### src/rtl/fetch_unit.sv
// Instruction fetch stage: owns the fetch PC, keeps at most one memory request in flight,
// and buffers returned words with their PCs for decode. A redirect flushes everything.
module fetch_unit #(
  parameter logic [31:0] RESET_PC   = 32'h0000_0000,
  parameter int          FIFO_DEPTH = 2,
  parameter logic [31:0] NOP_INST   = 32'h0000_0013
) (
  input  logic        clk,
  input  logic        rst_n,
  output logic        imem_req_o,
  output logic [31:0] imem_addr_o,
  input  logic        imem_gnt_i,
  input  logic        imem_rvalid_i,
  input  logic [31:0] imem_rdata_i,
  input  logic        redirect_i,
  input  logic [31:0] target_i,
  input  logic        ready_i,
  output logic        valid_o,
  output logic [31:0] inst_o,
  output logic [31:0] pc_o
);

  localparam int PW = $clog2(FIFO_DEPTH);
  localparam int CW = $clog2(FIFO_DEPTH + 1);
  localparam logic [CW-1:0] DEPTH_C = CW'(FIFO_DEPTH);

  logic [31:0]   r_fetch_pc;
  logic [31:0]   r_req_pc;
  logic          r_outstanding;
  logic          r_discard;
  logic [PW-1:0] r_wr_ptr;
  logic [PW-1:0] r_rd_ptr;
  logic [CW-1:0] r_count;
  logic [31:0]   r_buf_pc   [FIFO_DEPTH];
  logic [31:0]   r_buf_inst [FIFO_DEPTH];

  logic w_issue;
  logic w_grant;
  logic w_resp;
  logic w_push;
  logic w_pop;
  logic w_unused;

  // Issuing only when nothing is in flight reserves a buffer slot for the response,
  // so a push never has to be refused.
  assign w_issue  = rst_n && !r_outstanding && (r_count < DEPTH_C) && !redirect_i;
  assign w_grant  = w_issue && imem_gnt_i;
  assign w_resp   = imem_rvalid_i && r_outstanding;
  assign w_push   = w_resp && !r_discard && !redirect_i;
  assign w_pop    = (r_count != '0) && ready_i && !redirect_i;
  assign w_unused = ^target_i[1:0];

  always_ff @(posedge clk or negedge rst_n) begin
    if (!rst_n) begin
      r_fetch_pc    <= RESET_PC;
      r_req_pc      <= RESET_PC;
      r_outstanding <= 1'b0;
      r_discard     <= 1'b0;
      r_wr_ptr      <= '0;
      r_rd_ptr      <= '0;
      r_count       <= '0;
    end else if (redirect_i) begin
      r_fetch_pc <= {target_i[31:2], 2'b00};
      r_wr_ptr   <= '0;
      r_rd_ptr   <= '0;
      r_count    <= '0;
      // A response still on its way belongs to the old stream and must be dropped.
      if (r_outstanding && !imem_rvalid_i) begin
        r_discard <= 1'b1;
      end else if (w_resp) begin
        r_outstanding <= 1'b0;
        r_discard     <= 1'b0;
      end
    end else begin
      if (w_grant) begin
        r_outstanding <= 1'b1;
        r_req_pc      <= r_fetch_pc;
        r_fetch_pc    <= r_fetch_pc + 32'd4;
      end
      if (w_resp) begin
        r_outstanding <= 1'b0;
        r_discard     <= 1'b0;
      end
      if (w_push) begin
        r_wr_ptr <= r_wr_ptr + 1'b1;
      end
      if (w_pop) begin
        r_rd_ptr <= r_rd_ptr + 1'b1;
      end
      r_count <= r_count + CW'(w_push) - CW'(w_pop);
    end
  end

  genvar gi;
  generate
    for (gi = 0; gi < FIFO_DEPTH; gi++) begin : g_entry
      always_ff @(posedge clk) begin
        if (w_push && (r_wr_ptr == PW'(gi))) begin
          r_buf_pc[gi]   <= r_req_pc;
          r_buf_inst[gi] <= imem_rdata_i;
        end
      end
    end
  endgenerate

  assign imem_req_o  = w_issue;
  assign imem_addr_o = r_fetch_pc;
  assign valid_o     = (r_count != '0);
  assign inst_o      = valid_o ? r_buf_inst[r_rd_ptr] : NOP_INST;
  assign pc_o        = valid_o ? r_buf_pc[r_rd_ptr] : 32'h0000_0000;

endmodule

### config.mk
export PLATFORM = sky130hd
export DESIGN_NAME = fetch_unit
export DESIGN_NICKNAME = d
export VERILOG_FILES = /design/src/rtl/fetch_unit.sv
export SDC_FILE = /design/constraint.sdc
export NUM_CORES = 1
export LEC_CHECK = 0
export ABC_AREA = 1
export BUFFER_PORTS_ARGS = -buffer_cell sky130_fd_sc_hd__buf_2
export CAP_MARGIN = 20
export CORE_UTILIZATION = 50
export CTS_CLUSTER_SIZE = 12
export DETAILED_ROUTE_END_ITERATION = 6
export PLACE_DENSITY = 0.78
export SETUP_SLACK_MARGIN = 0.5
export SYNTH_ARGS = -nofsm -noshare
export SYNTH_HDL_FRONTEND = slang
export SYNTH_SLANG_ARGS = --single-unit
### constraint.sdc
create_clock -name clk -period 5 [get_ports clk]
set_input_delay 0.25 -clock clk [delete_from_list [all_inputs] [get_ports clk]]
set_output_delay 0.25 -clock clk [all_outputs]
set_load 0.02 [all_outputs]
# Word-level counts from Yosys, hierarchy flattened
# Memories as Yosys holds them, arrays and structs flattened.
# Index checks and enable logic that the tools add are counted.
# word_totals
latch_bits,0
inputBits,70
wordCells,71
ramBits,128
memories,2
reg_bits,70
out_inout_bits,98
romBits,0
# memory_table
memory,words,word_bits,read_ports,rd_clocked_by_memory_dff,write_ports,line_no,text
r_buf_inst,2,32,1,0,1,35,logic [31:0] r_buf_inst [FIFO_DEPTH];
r_buf_pc,2,32,1,0,1,34,logic [31:0] r_buf_pc [FIFO_DEPTH];
# op_classes
n_mul,0
bitwise_logic,2
eq_ne,2
n_shift,0
n_reduce_logical,25
magnitude_cmp,1
div,0
muxes,27
add_sub_neg,5
# op_table
cell,n
2-to-1 mux 32 bit,6
OR reduction 32 bit,2
"adder 32 x 3 -> 32 bit, second input constant",1
2-to-1 mux 1 bit,20
logical AND 1 bit,12
nonzero test 2 bit,5
logical NOT 1 bit,4
AND reduction 3 bit,1
"adder 1 bit, second input constant",2
adder 2 x 1 -> 2 bit,1
"< comparator 2 bit, second input constant",1
2-to-1 mux 2 bit,1
"inequality test 2 x 1 -> 1 bit, second input constant",1
"inequality test 2 bit, second input constant",1
NOT 1 bit,2
AND reduction 2 bit,1
subtractor 2 x 1 -> 2 bit,1

# Logic depth before layout (Yosys ltp)
# Gate-level depths: netlist of the first run.
# depth
depth_word,8
ltp_mapped,9
depth_no_buf,9

# Least setup slack after synthesis of the first run
# Ideal clock, no wire load.
# synth_timing
kind,input port to flip-flop
startpoint,in redirect_i
endpoint,mem r_buf_inst[1][0] (enable)
slack_ns,-0.531
path_buffers,2
cell_stages,5
arrival_ns,4.972
required_ns,4.441
cell_sequence,buf_6 clkinv_1 buf_2 nand2_1 nor3_1
# synth_via
elab_chain_cells,7
# synth_rtl
element,line_no,text
start: declaration,15,"input logic redirect_i,"
logical NOT 1 bit (*),49,assign w_push = w_resp && !r_discard && !redirect_i;
logical AND 1 bit (*),49,
logical AND 1 bit,98,if (w_push && (r_wr_ptr == PW'(gi))) begin
2-to-1 mux 1 bit,98,
2-to-1 mux 1 bit (implied by the code),100,r_buf_inst[gi] <= imem_rdata_i;
OR reduction 32 bit (no source line),--,
2-to-1 mux 1 bit (no source line),--,
end: declaration,35,
# Every way passes the cells marked *; elsewhere a longest branch is shown, timed or not.

# Worst setup path after layout of the first run
# layout_timing
startpoint,reg r_rd_ptr
endpoint,out pc_o[14]
# layout_via
elab_chain_cells,2
# layout_rtl
element,line_no,text
start: declaration,32,logic [PW-1:0] r_rd_ptr;
start signal: assignment,88,r_rd_ptr <= r_rd_ptr + 1'b1;
memory read (2 x 32 bit),--,
2-to-1 mux 32 bit,110,assign pc_o = valid_o ? r_buf_pc[r_rd_ptr] : 32'h0000_0000;
end: declaration,20,output logic [31:0] pc_o
# No other way between the ends.

==> results by group, run 1 <==
Outcome
  • Outcome: complete, no violations

STA
  • Final setup viols: 0
  • Fmax: 369 MHz
  • Least-Margin Pin Slew: 834 ps
  • RSZ-0062 raised after global routing: no
  • Final period util: 54.1%
  • Hold Fails Final Rpt: 0
  • Tmin final: 2710 ps
  • Clk_skew: 13.9 ps
  • Slew margin rel.: 44.4%
  • Slew Viols, Final: 0
  • Setup TNS: 0 ps

Drt
  • Residual DRC: 0
  • Final wirelength: 18.5 mm
  • Avg Vias per Cell: 5.07
  • Drt pass-1 iters: 5
  • DR iter-0 viols: 401
  • Routed vias: 6449
  • Post-DR wirelength/cell: 14.6 µm
  • Final ANT Viol Nets: 0

Global routing
  • Initial antenna violation count: 0
  • Largest net degree at the start of global routing: 67
  • Vias in the first global route: 6002
  • Grt ovf: 0
  • Gr usage total: 22.2%
  • First-pass GRT wire length: 29.8 mm

Pwr
  • Switching power total: 0.997 mW
  • Comb power frac: 11.7%
  • Seq pwr share: 53.2%
  • Total power: 3.60 mW
  • Leak: 4.49 nW
  • Pwr Density: 361 mW/mm²
  • Clock power frac: 35.1%
  • Switching portion of total power: 27.7%
  • Peak VDD IR: 0.222 mV
  • Int Power: 2.60 mW

Worst hold path
  • HP Class: primary input to register

Yosys
  • Synth warn: 0
  • Gate Count Post-Synth: 884
  • Avg Cell Area, Syn: 9.45 µm²
  • Register area share after synthesis: 64.4%
  • Unique masters post-synth: 30
  • Cell area after synthesis: 0.00835 mm²
  • #FFs+latches synth: 190

Finish
  • Final net count: 1115
  • Most common cell after layout, fill and taps aside: nand2_1
  • Layout cells sized above 1: 20.1%
  • Area Growth Syn to Fin: 19.4%
  • Most frequent cells in the layout: nand2_1 (311), buf_2 (161), edfxtp_1 (124), nor2_1 (73), inv_1 (72)
  • Diode count: 0

CTS
  • Clock buffer depth: 2
  • Post-CTS setup buffer count: 0
  • Clock slew at reported path FFs: 70 ps
  • Clk_lat worst skew: 430 ps
  • Num CTS Buffers: 17
  • H-Tree Depth: 4
  • Hold_buf cts: 6
  • CTS resizes: 0
  • Root Driver: clkbuf_16
  • CTS sink cnt: 190
  • CTS tree: done

Critical path
  • Slowest cell on crit path: inv_2
  • Reg2Reg Setup Slack: 2480 ps
  • Startpoint types: register
  • WP data arrival: 2460 ps
  • Crit path cell chain: buf_4, inv_2, buf_12, nand2_1, a21oi_1, buf_2
  • Worst Path Required: 4750 ps
  • Worst-path fanout max: 63
  • Critical path class: register to output port
  • Crit end category: output port
  • Max incr delay on CP: 490 ps

Floorplan
  • Core Area: 0.0161 mm²
  • Ports: 168
  • Starting Density: 51.8%
  • Die Y: 131 µm
  • Die area: 0.0172 mm²
  • Num rows: 46
  • Die X: 131 µm

Placed design
  • Dpl hpwl: 12.0 mm
  • GPL Wtd Cong: 0.967
  • PortBufs: 161

Run
  • Max-Cap Viols: 0
[through the flow]
step | util [%] | hold slack, ps | worst slack [ps] | std cells | instance area [µm²]
2_1_floorplan | - | -45.6 | 1140 | 887 | 8370
3_3_place_gp | 57.8 | 438 | 2130 | 1231 | 9320
3_5_place_dp | 58.0 | 441 | 2040 | 1232 | 9340
4_1_cts | 61.7 | 0.549 | 2200 | 1270 | 9950
5_1_grt | 61.9 | 1.18 | 2100 | 1271 | 9970
6_report | 61.9 | 17.9 | 2290 | 1271 | 9970
[cells by family after synthesis]
logic type	Yosys count	synth area share (%)
compound gates	119	7.39
xor+xnor	2	0.210
fa+ha+maj	3	0.449
buf+inv	115	5.80
flops	190	64.4
other cells	1	0.0449
simple gates	454	21.8
[worst paths after layout]
| kind | start | end | cells after the start |
|---|---|---|---|
| setup / recovery | r_rd_ptr | pc_o[14] | 6 |
| hold / removal | imem_rdata_i[16] | r_buf_inst[0][16] | 1 |
| setup reg to reg | r_count[1] | r_count[1] | 10 |
| hold reg to reg | r_req_pc[23] | r_buf_pc[1][23] | 0 |
| max in group asynchronous | rst_n | r_rd_ptr | 2 |
| min in group asynchronous | rst_n | imem_addr_o[29] | 2 |
[state kept, by name (all words and copies together) (netlist names)]
name	cells
imem_addr_o	30
r_buf_pc	60
r_buf_inst	64
r_outstanding	1
r_wr_ptr	1
r_discard	1
r_req_pc	30
r_rd_ptr	1
r_count	2
[final cells by class]
class                      instances  area, µm²
multi-input combinational        582       2530
sequential                       190       5380
tap                              216        270
inverter                          74        278
clock inverter                    15        124
fill                            1344       6140
clock buffer                      17        425
timing repair buffer             177        971
[power groups by stage]
stage / sequential [mW] / combinational, mW / clock, mW
2_1_floorplan: 1.94 / 0.243 / 0
3_3_place_gp: 1.93 / 0.407 / 0
3_5_place_dp: 1.94 / 0.419 / 0
4_1_cts: 1.91 / 0.426 / 1.29
5_1_grt: 1.93 / 0.474 / 1.35
6_report: 1.91 / 0.422 / 1.26
[synth_stat cells]
master | count | area (µm²)
a21oi_1 | 61 | 305
a22oi_1 | 1 | 7.51
and2_1 | 1 | 6.26
buf_2 | 9 | 45.0
buf_4 | 5 | 37.5
buf_6 | 3 | 33.8
clkbuf_1 | 24 | 90.1
clkinv_1 | 1 | 3.75
conb_1 | 1 | 3.75
dfrtp_1 | 66 | 1650
edfxtp_1 | 124 | 3720
ha_1 | 3 | 37.5
inv_1 | 72 | 270
inv_2 | 1 | 3.75
nand2_1 | 311 | 1170
nand3_1 | 56 | 280
nand3_2 | 1 | 10.0
nand3b_1 | 4 | 30.0
nand4_1 | 1 | 6.26
nor2_1 | 75 | 282
nor2_2 | 3 | 18.8
nor2_4 | 1 | 11.3
nor3_1 | 1 | 5.00
o211ai_1 | 6 | 45.0
o21ai_0 | 45 | 225
o21ai_1 | 4 | 20.0
o21bai_1 | 1 | 7.51
o22ai_1 | 1 | 6.26
xnor2_1 | 1 | 8.76
xor2_1 | 1 | 8.76
[worst max-delay path: cells and delay by family, from the launching register on]
family / cells / cell delay, ps
simple gates: 1 / 70
compound gates: 1 / 220
flops: 1 / 390
buf+inv: 4 / 1300
[per-layer routing]
layer | vias to the layer above | wire length, µm | GRT usage (%)
li1 | 3206 | - | -
met1 | 2983 | 8320 | 30.9
met2 | 236 | 8640 | 35.2
met3 | 24 | 1220 | 3.70
met4 | 0 | 367 | 8.17
met5 | - | 0 | 0
No activity file was read; power rests on OpenSTA's default activity.
==> inputs of run 2 (changes only) <==
--- a/config.mk
+++ b/config.mk
@@ -5,13 +5,13 @@
 export SDC_FILE = /design/constraint.sdc
 export NUM_CORES = 1
 export LEC_CHECK = 0
-export ABC_AREA = 1
+export ABC_AREA = 0
 export BUFFER_PORTS_ARGS = -buffer_cell sky130_fd_sc_hd__buf_2
 export CAP_MARGIN = 20
-export CORE_UTILIZATION = 50
+export CORE_UTILIZATION = 54
 export CTS_CLUSTER_SIZE = 12
 export DETAILED_ROUTE_END_ITERATION = 6
-export PLACE_DENSITY = 0.78
+export PLACE_DENSITY = 0.8
 export SETUP_SLACK_MARGIN = 0.5
 export SYNTH_ARGS = -nofsm -noshare
 export SYNTH_HDL_FRONTEND = slang
==> constraint.sdc (replaced) <==
create_clock -name clk -period 2.6 [get_ports clk]
set_input_delay 0.13 -clock clk [delete_from_list [all_inputs] [get_ports clk]]
set_output_delay 0.13 -clock clk [all_outputs]
set_load 0.02 [all_outputs]
==> results by group, run 2 <==
Outcome
  • Outcome: complete, no violations

Yosys
  • Yosys top cell by area: edfxtp_1
  • #FFs+latches synth: 190 (unchanged)
  • Unique masters post-synth: 45 (+50%)
  • Synth warn: 0 (unchanged)
  • Cells taking the most area after synthesis: edfxtp_1 (47%), dfrtp_1 (21%), mux2i_1 (8.1%)
  • Asr flop ratio synth: 34.7% (unchanged)
  • Synth top area share: 47.1% (+2.6 points)
  • Cell area after synthesis: 0.00790 mm² (-5.4%)
  • Register area share after synthesis: 68.1% (+3.7 points)
  • Avg Cell Area, Syn: 12.4 µm² (+32%)
  • Top post-synthesis cells by count: nand2_1 (129), edfxtp_1 (124), nor2_1 (79)
  • Gate Count Post-Synth: 635 (-28%)
  • Count leader, synth: nand2_1
  • Primary FF master, synth: edfxtp_1
  • Number of synthesized flops with an enable pin: 124 (unchanged)

Critical path
  • Reg2Reg Setup Slack: 550 ps (-1930 ps)
  • Reg2Reg Depth: 7 (-3)
  • R2R Path End: imem_addr_o[26]
  • R2R Path Start: imem_addr_o[3]
  • WP data arrival: 2430 ps (-30 ps)
  • Worst Path Required: 2970 ps (-1780 ps)
  • Crit end category: register
  • Critical path class: register to register
  • Startpoint types: register
  • Worst-path fanout max: 10 (-84%)

STA
  • PnR worst setup slack: 546 ps (-1750 ps)
  • Fmax: 487 MHz
  • Hold Fails Final Rpt: 0 (unchanged)
  • RSZ-0062 raised after global routing: yes
  • Slew Viols, Final: 0 (unchanged)
  • Clk_skew: 9.29 ps (-4.58 ps)
  • Final setup viols: 0 (unchanged)
  • Least-Margin Pin Slew: 853 ps (+19.0 ps)
  • Final period util: 79.0%
  • Min Hold Slack: 72.9 ps (+55.0 ps)
  • Tmin final: 2050 ps
  • Setup TNS: 0 ps (unchanged)
  • Slew margin rel.: 43.1% (-1.3 points)

Finish
  • Most common cell after layout, fill and taps aside: buf_2
  • Biggest register: r_buf_inst
  • Diode count: 0 (unchanged)
  • Most frequent cells in the layout: buf_2 (161), nand2_1 (127), edfxtp_1 (124), nor2_1 (75)
  • Layout cells sized above 1: 25.8% (+5.7 points)
  • Max reg flops: 64 (unchanged)
  • # fillers: 951 (-29%)
  • Area Growth Syn to Fin: 29.3%
  • Utilization after layout: 72.5% (+11 points)
  • Biggest regs: r_buf_inst x64, r_buf_pc x60
  • Final net count: 935 (-16%)

Global routing
  • Largest net degree at the start of global routing: 67 (unchanged)
  • Initial antenna violation count: 0 (unchanged)
  • First-pass GRT wire length: 28.0 mm (-6.0%)
  • Vias in the first global route: 5626 (-6.3%)
  • Gr usage total: 24.9% (+2.7 points)
  • Grt ovf: 0 (unchanged)

Pwr
  • Total power: 6.91 mW (+92%)
  • Leak: 4.21 nW (-6.1%)
  • Peak VDD IR: 0.480 mV (+120%)
  • Pwr Density: 677 mW/mm² (+88%)

Drt
  • Residual DRC: 0 (unchanged)
  • Drt pass-1 iters: 5 (unchanged)
  • Final ANT Viol Nets: 0 (unchanged)
  • Avg Vias per Cell: 5.44 (+7.2%)
  • DR iter-0 viols: 508 (+27%)
  • Final wirelength: 18.0 mm (-3.0%)
  • Post-DR wirelength/cell: 17.1 µm (+17%)
  • Routed vias: 5740 (-11%)

Worst hold path
  • WHS Path Cells: 4 (+3)
  • Hold endpoint: r_rd_ptr
  • HP Class: primary input to register
  • Min-delay src: ready_i

CTS
  • CTS sink cnt: 190 (unchanged)
  • Num CTS Buffers: 17 (unchanged)
  • Clock buffer depth: 2 (unchanged)
  • Root Driver: clkbuf_16
  • Clk_lat worst skew: 430 ps (about the same)
  • CTS tree: done
  • Clock slew at reported path FFs: 70 ps (about the same)
  • H-Tree Depth: 4 (unchanged)

Floorplan
  • Num rows: 43 (-6.5%)
  • Starting Density: 56.0% (+4.2 points)
  • Core Area: 0.0141 mm² (-13%)
  • Die area: 0.0151 mm² (-12%)
  • Ports: 168 (unchanged)
  • Die X: 123 µm (-6.3%)
  • Die Y: 123 µm (-6.3%)

Run
  • Max-Cap Viols: 0 (unchanged)

Placed design
  • Setup WS pre-CTS: 379 ps (-1660 ps)
  • Dpl hpwl: 10.9 mm (-9.7%)
  • GPL Wtd Cong: 0.879 (-9.1%)
  • PortBufs: 161 (unchanged)
run 2: cell types whose count changed in the layout (fill, tap and decap cells not counted), sizes merged, moves of 11 or more:
cell / previous run / this run
mux2i: 0 / 64
nand4: 1 / 12
o21ai: 49 / 19
nand3: 57 / 16
nand2: 311 / 129
a21oi: 61 / 5
inv: 82 / 8
o311ai: 0 / 11
dlygate4sd3: 6 / 64
run 2: kinds of logic (layout without fill, tap and decap cells):
family | after synthesis | after routing | share of synthesized area, %
xor gates and xnor gates | 4 | 4 | 0.444
adders and majority gates | 3 | 3 | 0.475
DFF | 190 | 190 | 68.0
AOI/OAI and AO/OA | 59 | 59 | 5.21
and+or+nand+nor | 271 | 271 | 15.3
buffers and inverters | 43 | 280 | 2.39
muxes | 64 | 64 | 8.11
other | 1 | 4 | 0.0475
run 2: cell type report:
type / count / area (µm²) / share of cell area, %
sequential: 190 / 5380 / 52.7
multi-input combinational: 405 / 2390 / 23.4
timing repair buffer: 241 / 1630 / 16.0
clock buffer: 23 / 498 / 4.88
tap: 180 / 225 / 2.21
clock inverter: 9 / 58.8 / 0.576
inverter: 7 / 26.3 / 0.257
run 2: repair_timing:
item                                   in CTS  in global routing
pin swaps                                   2                  2
endpoints found under the hold margin     156                  0
hold buffers                               64                  0
gates resized for setup                     1                  6
setup buffers                               1                  3
setup endpoints to repair                  39                 19
run 2: per-layer routing:
layer / vias to the layer above / wire, µm / track usage [%]
li1: 2714 / - / -
met1: 2768 / 7670 / 33.2
met2: 240 / 8740 / 40.4
met3: 18 / 1390 / 5.95
met4: 0 / 189 / 8.16
met5: - / 0 / 0
run 2: worst max path at each step:
stage | cells after the start | endpoint | slack (ps) | start
2_1_floorplan | 3 | r_buf_inst[0][0] | 400 | r_outstanding
3_3_place_gp | 6 | imem_addr_o[26] | 370 | r_count[1]
3_5_place_dp | 6 | imem_addr_o[26] | 380 | r_count[1]
4_1_cts | 6 | imem_addr_o[26] | 490 | r_outstanding
5_1_grt | 7 | imem_addr_o[26] | 480 | imem_addr_o[3]
6_report | 7 | imem_addr_o[26] | 550 | imem_addr_o[3]
run 2: per-stage QoR:
stage	area, µm²	instances
2_1_floorplan	7930	638
3_3_place_gp	8950	955
3_5_place_dp	8950	955
4_1_cts	10200	1052
5_1_grt	10200	1055
6_report	10200	1055
run 2: power breakdown:
part	switching (mW)	total, mW	internal (mW)
combinational	0.466	0.804	0.338
sequential	0.220	3.69	3.47
clock	1.07	2.42	1.35
run 2: critical path, cell delays in order (launching register included):
cell	delay, ps
dfrtp_1	430
ha_1	220
nand3_1	200
nor4_4	380
buf_4	180
nand2_2	110
or3_1	390
nand3_1	90
